==> src/rtl/reg_file.sv <==
// Decode-stage register bank: 2^ADDR_WIDTH x DATA_WIDTH registers, two
// registered operand read ports (busA/busB) feeding the ALU, one writeback
// write port with same-edge bypass, stall hold, flush bubble and an
// asynchronous debug read port. Register 0 is hardwired to zero.

// One registered operand read port. It is instantiated once per operand.
module reg_file_rdport #(
  parameter int DATA_WIDTH = 32,
  parameter int ADDR_WIDTH = 5,
  parameter int NUM_REGS   = 1 << ADDR_WIDTH
) (
  input  logic                                 clk,
  input  logic                                 reset_n,
  input  logic                                 stall,
  input  logic                                 flush,
  input  logic [ADDR_WIDTH-1:0]                rd_addr,
  input  logic                                 wr_en,
  input  logic [ADDR_WIDTH-1:0]                wr_addr,
  input  logic [DATA_WIDTH-1:0]                wr_data,
  input  logic [NUM_REGS-1:0][DATA_WIDTH-1:0]  regs,
  output logic [DATA_WIDTH-1:0]                bus
);

  logic [DATA_WIDTH-1:0] val;
  logic [DATA_WIDTH-1:0] bus_d, bus_q;

  // Operand value: zero register first, then writeback bypass, then storage.
  always_comb begin
    val = regs[rd_addr];
    if (rd_addr == '0)
      val = '0;
    else if (wr_en && (wr_addr == rd_addr))
      val = wr_data;
  end

  // Next bus value: flush bubble beats stall hold, which beats a fresh read.
  always_comb begin
    bus_d = bus_q;
    if (flush)
      bus_d = '0;
    else if (!stall)
      bus_d = val;
  end

  // Operand output register, cleared immediately on reset.
  always_ff @(posedge clk or negedge reset_n) begin
    if (!reset_n) bus_q <= '0;
    else          bus_q <= bus_d;
  end

  assign bus = bus_q;

endmodule

module reg_file #(
  parameter int DATA_WIDTH = 32,
  parameter int ADDR_WIDTH = 5
) (
  input  logic                  clk,
  input  logic                  reset_n,
  input  logic                  stall,
  input  logic                  flush,
  input  logic [ADDR_WIDTH-1:0] rsAddr,
  input  logic [ADDR_WIDTH-1:0] rtAddr,
  input  logic                  regWrite,
  input  logic [ADDR_WIDTH-1:0] writeAddr,
  input  logic [DATA_WIDTH-1:0] writeData,
  input  logic [ADDR_WIDTH-1:0] dbgAddr,
  output logic [DATA_WIDTH-1:0] busA,
  output logic [DATA_WIDTH-1:0] busB,
  output logic [DATA_WIDTH-1:0] dbgData
);

  localparam int NUM_REGS = 1 << ADDR_WIDTH;
  localparam int NUM_RD   = 2;

  // Storage for registers 1..NUM_REGS-1; register 0 has no flops.
  logic [DATA_WIDTH-1:0] regs_q [1:NUM_REGS-1];

  // Flat view of the bank with entry 0 tied to zero, shared by all readers.
  logic [NUM_REGS-1:0][DATA_WIDTH-1:0] regs_flat;

  logic [NUM_RD-1:0][ADDR_WIDTH-1:0] rd_addr;
  logic [NUM_RD-1:0][DATA_WIDTH-1:0] rd_bus;

  logic wr_en;

  // Address 0 writes are dropped here so neither storage nor bypass sees them.
  assign wr_en = regWrite && (writeAddr != '0);

  // Register storage: async clear, write happens regardless of stall/flush.
  always_ff @(posedge clk or negedge reset_n) begin
    if (!reset_n) begin
      for (int i = 1; i < NUM_REGS; i++) regs_q[i] <= '0;
    end else if (wr_en) begin
      regs_q[writeAddr] <= writeData;
    end
  end

  // Flatten storage into a packed array with a constant-zero register 0.
  always_comb begin
    regs_flat    = '0;
    for (int i = 1; i < NUM_REGS; i++) regs_flat[i] = regs_q[i];
  end

  assign rd_addr[0] = rsAddr;
  assign rd_addr[1] = rtAddr;

  genvar g;
  generate
    for (g = 0; g < NUM_RD; g++) begin : g_rd
      reg_file_rdport #(
        .DATA_WIDTH (DATA_WIDTH),
        .ADDR_WIDTH (ADDR_WIDTH),
        .NUM_REGS   (NUM_REGS)
      ) u_rd (
        .clk     (clk),
        .reset_n (reset_n),
        .stall   (stall),
        .flush   (flush),
        .rd_addr (rd_addr[g]),
        .wr_en   (wr_en),
        .wr_addr (writeAddr),
        .wr_data (writeData),
        .regs    (regs_flat),
        .bus     (rd_bus[g])
      );
    end
  endgenerate

  assign busA = rd_bus[0];
  assign busB = rd_bus[1];

  // Debug read sees storage only (no bypass), so a write shows up next cycle.
  assign dbgData = regs_flat[dbgAddr];

endmodule

==> config.mk <==
export PLATFORM = sky130hd
export DESIGN_NAME = reg_file
export DESIGN_NICKNAME = d
export VERILOG_FILES = /design/src/rtl/reg_file.sv
export SDC_FILE = /design/constraint.sdc
export NUM_CORES = 2
export LEC_CHECK = 0
export CAP_MARGIN = 5
export CORE_ASPECT_RATIO = 0.7
export CORE_MARGIN = 5
export CORE_UTILIZATION = 67
export DETAILED_ROUTE_END_ITERATION = 16
export PLACE_DENSITY = 0.85
export SLEW_MARGIN = 20
export SYNTH_ARGS = -nofsm -noshare
export SYNTH_HDL_FRONTEND = slang
export SYNTH_SLANG_ARGS = --single-unit
==> constraint.sdc <==
create_clock -name clk -period 4.45 [get_ports clk]
set_input_delay 0.89 -clock clk [delete_from_list [all_inputs] [get_ports clk]]
set_output_delay 0.89 -clock clk [all_outputs]
set_load 0.01 [all_outputs]
* After elaboration in Yosys (flattened, before gate mapping) *
Index checks and enable logic that the tools add are counted.

storage, ports and cells
  register bits after elaboration = 1,056
  input port bits = 57
  output and inout bits = 96
  logic and storage cells = 66

cells by class
  magnitude comparators = 5
  equal/unequal tests = 3
  muxes and demuxes = 17
  bitwise logic cells = 1
  reduce and logical (&&, ||, !) cells = 7

operator list
  operator                                               count
  bitwise mux 992 bit                                    1
  binary-select mux 32 bit (select 5 bit)                3
  two-way mux 32 bit                                     12
  demux 32 bit (select 5 bit)                            1
  < comparator 5 x 6 -> 1 bit, second input constant     3
  equality test 5 bit                                    2
  zero test 5 bit                                        2
  >= comparator 6 bit, second input constant             1
  < comparator 6 x 1 -> 1 bit, second input constant     1
  inverter 5 -> 6 bit                                    1
  nonzero test 5 bit                                     1
  logical AND 1 bit                                      4
  inequality test 2 x 1 -> 1 bit, second input constant  1

* Depth between registers and ports, before layout *
  depth after elaboration = 7
  mapped depth = 10
  depth with buffers taken out = 5

* Cells and area by module *
A second synthesis with hierarchy kept.

unflattened totals
  cell total of the unflattened synthesis = 4,679
  area, all modules = 65,457.8 um^2

modules (own cells, without submodules)
  module           instances  cells an instance  area each (um^2)  seq. area each (um^2)
  reg_file         1          2,913              45,170.8          24,823.8
  reg_file_rdport  2          883                10,143.5          800.8

* Least setup slack after synthesis *
Ideal clock, no wire load.

  kind = input port to output port
  from = input port dbgAddr[1]
  to = output port dbgData[0]
  arrival = 2.762 ns
  data required time = 3.560 ns
  slack = 0.798 ns
  stages on the path = 7
  path buffers = 4
  path through = clkbuf_1 buf_2 clkbuf_1 buf_2 mux4_2 mux4_2 mux2_2

between the ends
  longest elaborated chain between the ends = 2

RTL lines
  element                                   line  source
  start, declared                           68    input logic [ADDR_WIDTH-1:0] dbgAddr,
  binary-select mux 32 bit (select 5 bit)   135   assign dbgData = regs_flat[dbgAddr];
  two-way mux 32 bit (not written as such)  135
  end, declared                             71    output logic [DATA_WIDTH-1:0] dbgData

Every way passes these cells. The select of a mux whose other input is x is not followed.

* Worst setup path in the final report *
  from = input port dbgAddr[0]
  to = output port dbgData[3]

The elaborated chain is that of the path after synthesis.

==> metrics.md <==
| Metric | Value |
|---|---|
| Status | finished clean |
| Initial core utilization | 67.8% |
| Drt pass-1 iters | 8 |
| Syn_area_per_cell | 14.0 sq um |
| RSZ-0062 raised after global routing | false |
| Synthesis-to-layout area growth | 11.3% |
| VDD IR max | 0.396 mV |
| Synth cell types | 64 |
| Hold_ws | 0.155 ns |
| Clk root buf | clkbuf_16 |
| Placer Congestion | 1.02 |
| Async S/R FF share, synth | 100% |
| End of the critical path | dbgData[3] |
| Share of cells above drive strength 1 | 49.3% |
| Die area | 0.102 sq mm |
| Max FO, Critical Path | 23 |
| Max Cap Viol | 0 |
| Yosys warning count | 0 |
| CP Capture Type | output pin |
| IO Port Bufs | 152 |
| Cell Area, Synth | 0.0641 sq mm |
| TritonCTS clock tree | built |
| Antenna violations before repair | 37 |
| List of most frequent post-synthesis cells | mux2_2 (1,113), dfrtp_1 (1,056), mux4_2 (663) |
| Final period utilization | 99.0% |
| First-pass GRT wire length | 354,000 microns |
| Fillcell total | 5,524 |
| Crit path required time | 3.56 ns |
| Worst slack at placement | 0.0593 ns |
| Fin. max-slew vios | 0 |
| Worst-Margin Slew | 1.28 ns |
| Synthesized Nets | 4,642 |
| Nets | 4,652 |
| Max transition margin | 14.7% |
| Leak | 29.6 nW |
| Hpwl dp | 154,000 microns |
| Ys flop type | dfrtp_1 |
| Synth area leader | dfrtp_1 |
| EDFF count, synth | 0 |
| Synth top area share | 41.3% |
| Reg2Reg Setup Slack | 2.03 ns |
| DP Cell Count | 5,737 |
| Non-Filler Instances | 5,972 |
| FP Rows | 94 |
| Final WS setup | 0.0449 ns |
| Largest net degree at the start of global routing | 113 |
| Core area | 0.0944 sq mm |
| WL/cell | 40.8 microns |
| Setup tns final | 0 ns |
| DRT iter0 DRCs | 8,566 |
| I/O pins | 153 |
| Gr ovfl total | 0 |
| Via count | 50,300 |
| Total CTS buffers | 103 |
| Seq cells post-synth | 1,056 |
| # DRC | 0 |
| Most frequent cell after synthesis | mux2_2 |
| GRT Util Overall | 47.9% |
| Clock sinks | 1,056 |
| Routed Antenna Nets | 0 |
| Vias per cell | 8.42 |
| Worst flop-to-flop path endpoint | g_rd[0].u_rd.bus[1] |
| Detailed Route WL | 244,000 microns |
| Hold WC Path Type | input pin to async pin |
| H-Tree Depth | 3 |
| Min Clock Period, post-route | 4.41 ns |
| Worst r2r src | regs_flat[609] |
| Worst setup path start | dbgAddr[0] |
| Hold Violations, Final | 0 |
| Die Width | 380 microns |
| Clock Latency Late Sink | 0.77 ns |
| CP Launch Type | input pin |
| Cts hold-fix bufs | 0 |
| Max clock buf depth | 3 |
| Die H | 269 microns |
| FF-to-FF path depth | 5 |
| Final setup viols | 0 |
| Largest cells by area after synthesis | dfrtp_1 (41%), mux4_2 (23%), mux2_2 (20%) |
| CTS clk-pin slew, worst paths | 0.06 ns |
| Max Fclk | 0.227 GHz |
| PwrDens | 427 mW/mm^2 |
| Critical path type | input pin to output pin |
| Arrival @ worst endpoint | 3.52 ns |
| Vias in the first global route | 49,900 |
| Cells after synthesis | 4,585 |
| Register area share after synthesis | 41.3% |
| Setup Skew | 0.0436 ns |
==> report_power, final <==
part	internal (W)	total (W)	leakage [nW]	switching [W]
registers	0.0114	0.0135	13.6	0.00209
logic	0.00453	0.00781	14.4	0.00329
clock network	0.00500	0.00912	1.68	0.00412
==> critical path, stage by stage <==
cell and delay [ns]:
buf_8 0.33, buf_4 0.26, nor2b_4 0.08, buf_12 0.20, a22o_1 0.26, mux4_2 0.45, mux2_2 0.36, clkdlybuf4s50_1 0.64
==> cell usage in the layout (no fill, tap or decap), types with 15 or more instances in the layout <==
cell type,instances
mux2_2,1113
dfrtp_1,1056
mux4_2,663
nand2_1,222
buf_4,196
o21ai_0,159
clkdlybuf4s50_1,124
clkbuf_16,103
mux2i_1,87
buf_12,64
a221oi_1,61
o22ai_1,60
nor3_1,53
a22o_1,50
nand3_1,48
nor2_1,47
diode_2,41
nor2b_1,41
a22oi_1,35
a211oi_1,33
o211ai_1,31
nand2b_1,28
clkinv_2,27
o221ai_1,23
a32oi_1,20
nor4_1,19
a21oi_1,18
o31ai_1,17
nor2_4,16
clkbuf_1,16
nand2_2,15
clkbuf_8,15
buf_2,15
==> sequential cells by signal, summed over array words and instances, names as in the netlist <==
name and flops:
regs_flat 992, g_rd.u_rd.bus 64
==> through the flow <==
step / cell area (sq um) / util (%) / power (W)
after CTS: 71200 / 75.4 / 0.0300
after global routing: 71200 / 75.4 / 0.0313
final: 71300 / 75.5 / 0.0304
after floorplan: 64100 / - / 0.0182
after global placement: 67800 / 71.8 / 0.0206
after detailed placement: 67800 / 71.8 / 0.0210
==> per-layer routing <==
metal  up-vias  wire length [microns]  global-route usage [%]
met5         -                    686                    2.53
met4        26                  22400                    32.1
met3      1674                  48800                    30.6
met2      5416                  92700                    61.0
met1     24900                  79000                    59.7
li1      18200                      -                       -
==> logic make-up (layout without fill, tap and decap cells) <==
| logic type | count (synthesis) | in the layout | share of synthesized area (%) |
|---|---|---|---|
| simple gates | 551 | 551 | 4.06 |
| xor+xnor | 10 | 10 | 0.137 |
| other cells | 0 | 41 | 0 |
| mux | 1871 | 1871 | 44.4 |
| compound gates | 579 | 579 | 6.46 |
| flops | 1056 | 1056 | 41.3 |
| buf+inv | 518 | 616 | 3.72 |
==> final cells by class <==
type / count / area, sq um / area share (%)
multi-input combinational: 3011 / 35500 / 49.8
sequential: 1056 / 26400 / 37.1
timing repair buffer: 412 / 4260 / 5.97
clock buffer: 133 / 2830 / 3.97
tap: 1248 / 1560 / 2.19
clock inverter: 60 / 603 / 0.846
antenna: 41 / 103 / 0.144
inverter: 11 / 41.3 / 0.0579
==> worst min path at each step <==
stage | endpoint | depth (start not counted) | from | slack, ns
4_1_cts | g_rd[0].u_rd.bus[28] | 1 | reset_n | 0.18
3_3_place_gp | g_rd[1].u_rd.bus[14] | 2 | g_rd[1].u_rd.bus[14] | 0.47
2_1_floorplan | regs_flat[554] | 2 | regs_flat[554] | 0.48
5_1_grt | regs_flat[444] | 1 | reset_n | 0.19
3_5_place_dp | g_rd[1].u_rd.bus[19] | 2 | g_rd[1].u_rd.bus[19] | 0.49
6_report | regs_flat[444] | 1 | reset_n | 0.15
==> what timing repair did <==
action	CTS	global route
endpoints found under the setup margin	0	2
setup buffers	0	0
resized for setup	0	3
hold endpoints to repair	0	0
Power figures use the tool's default switching activity.
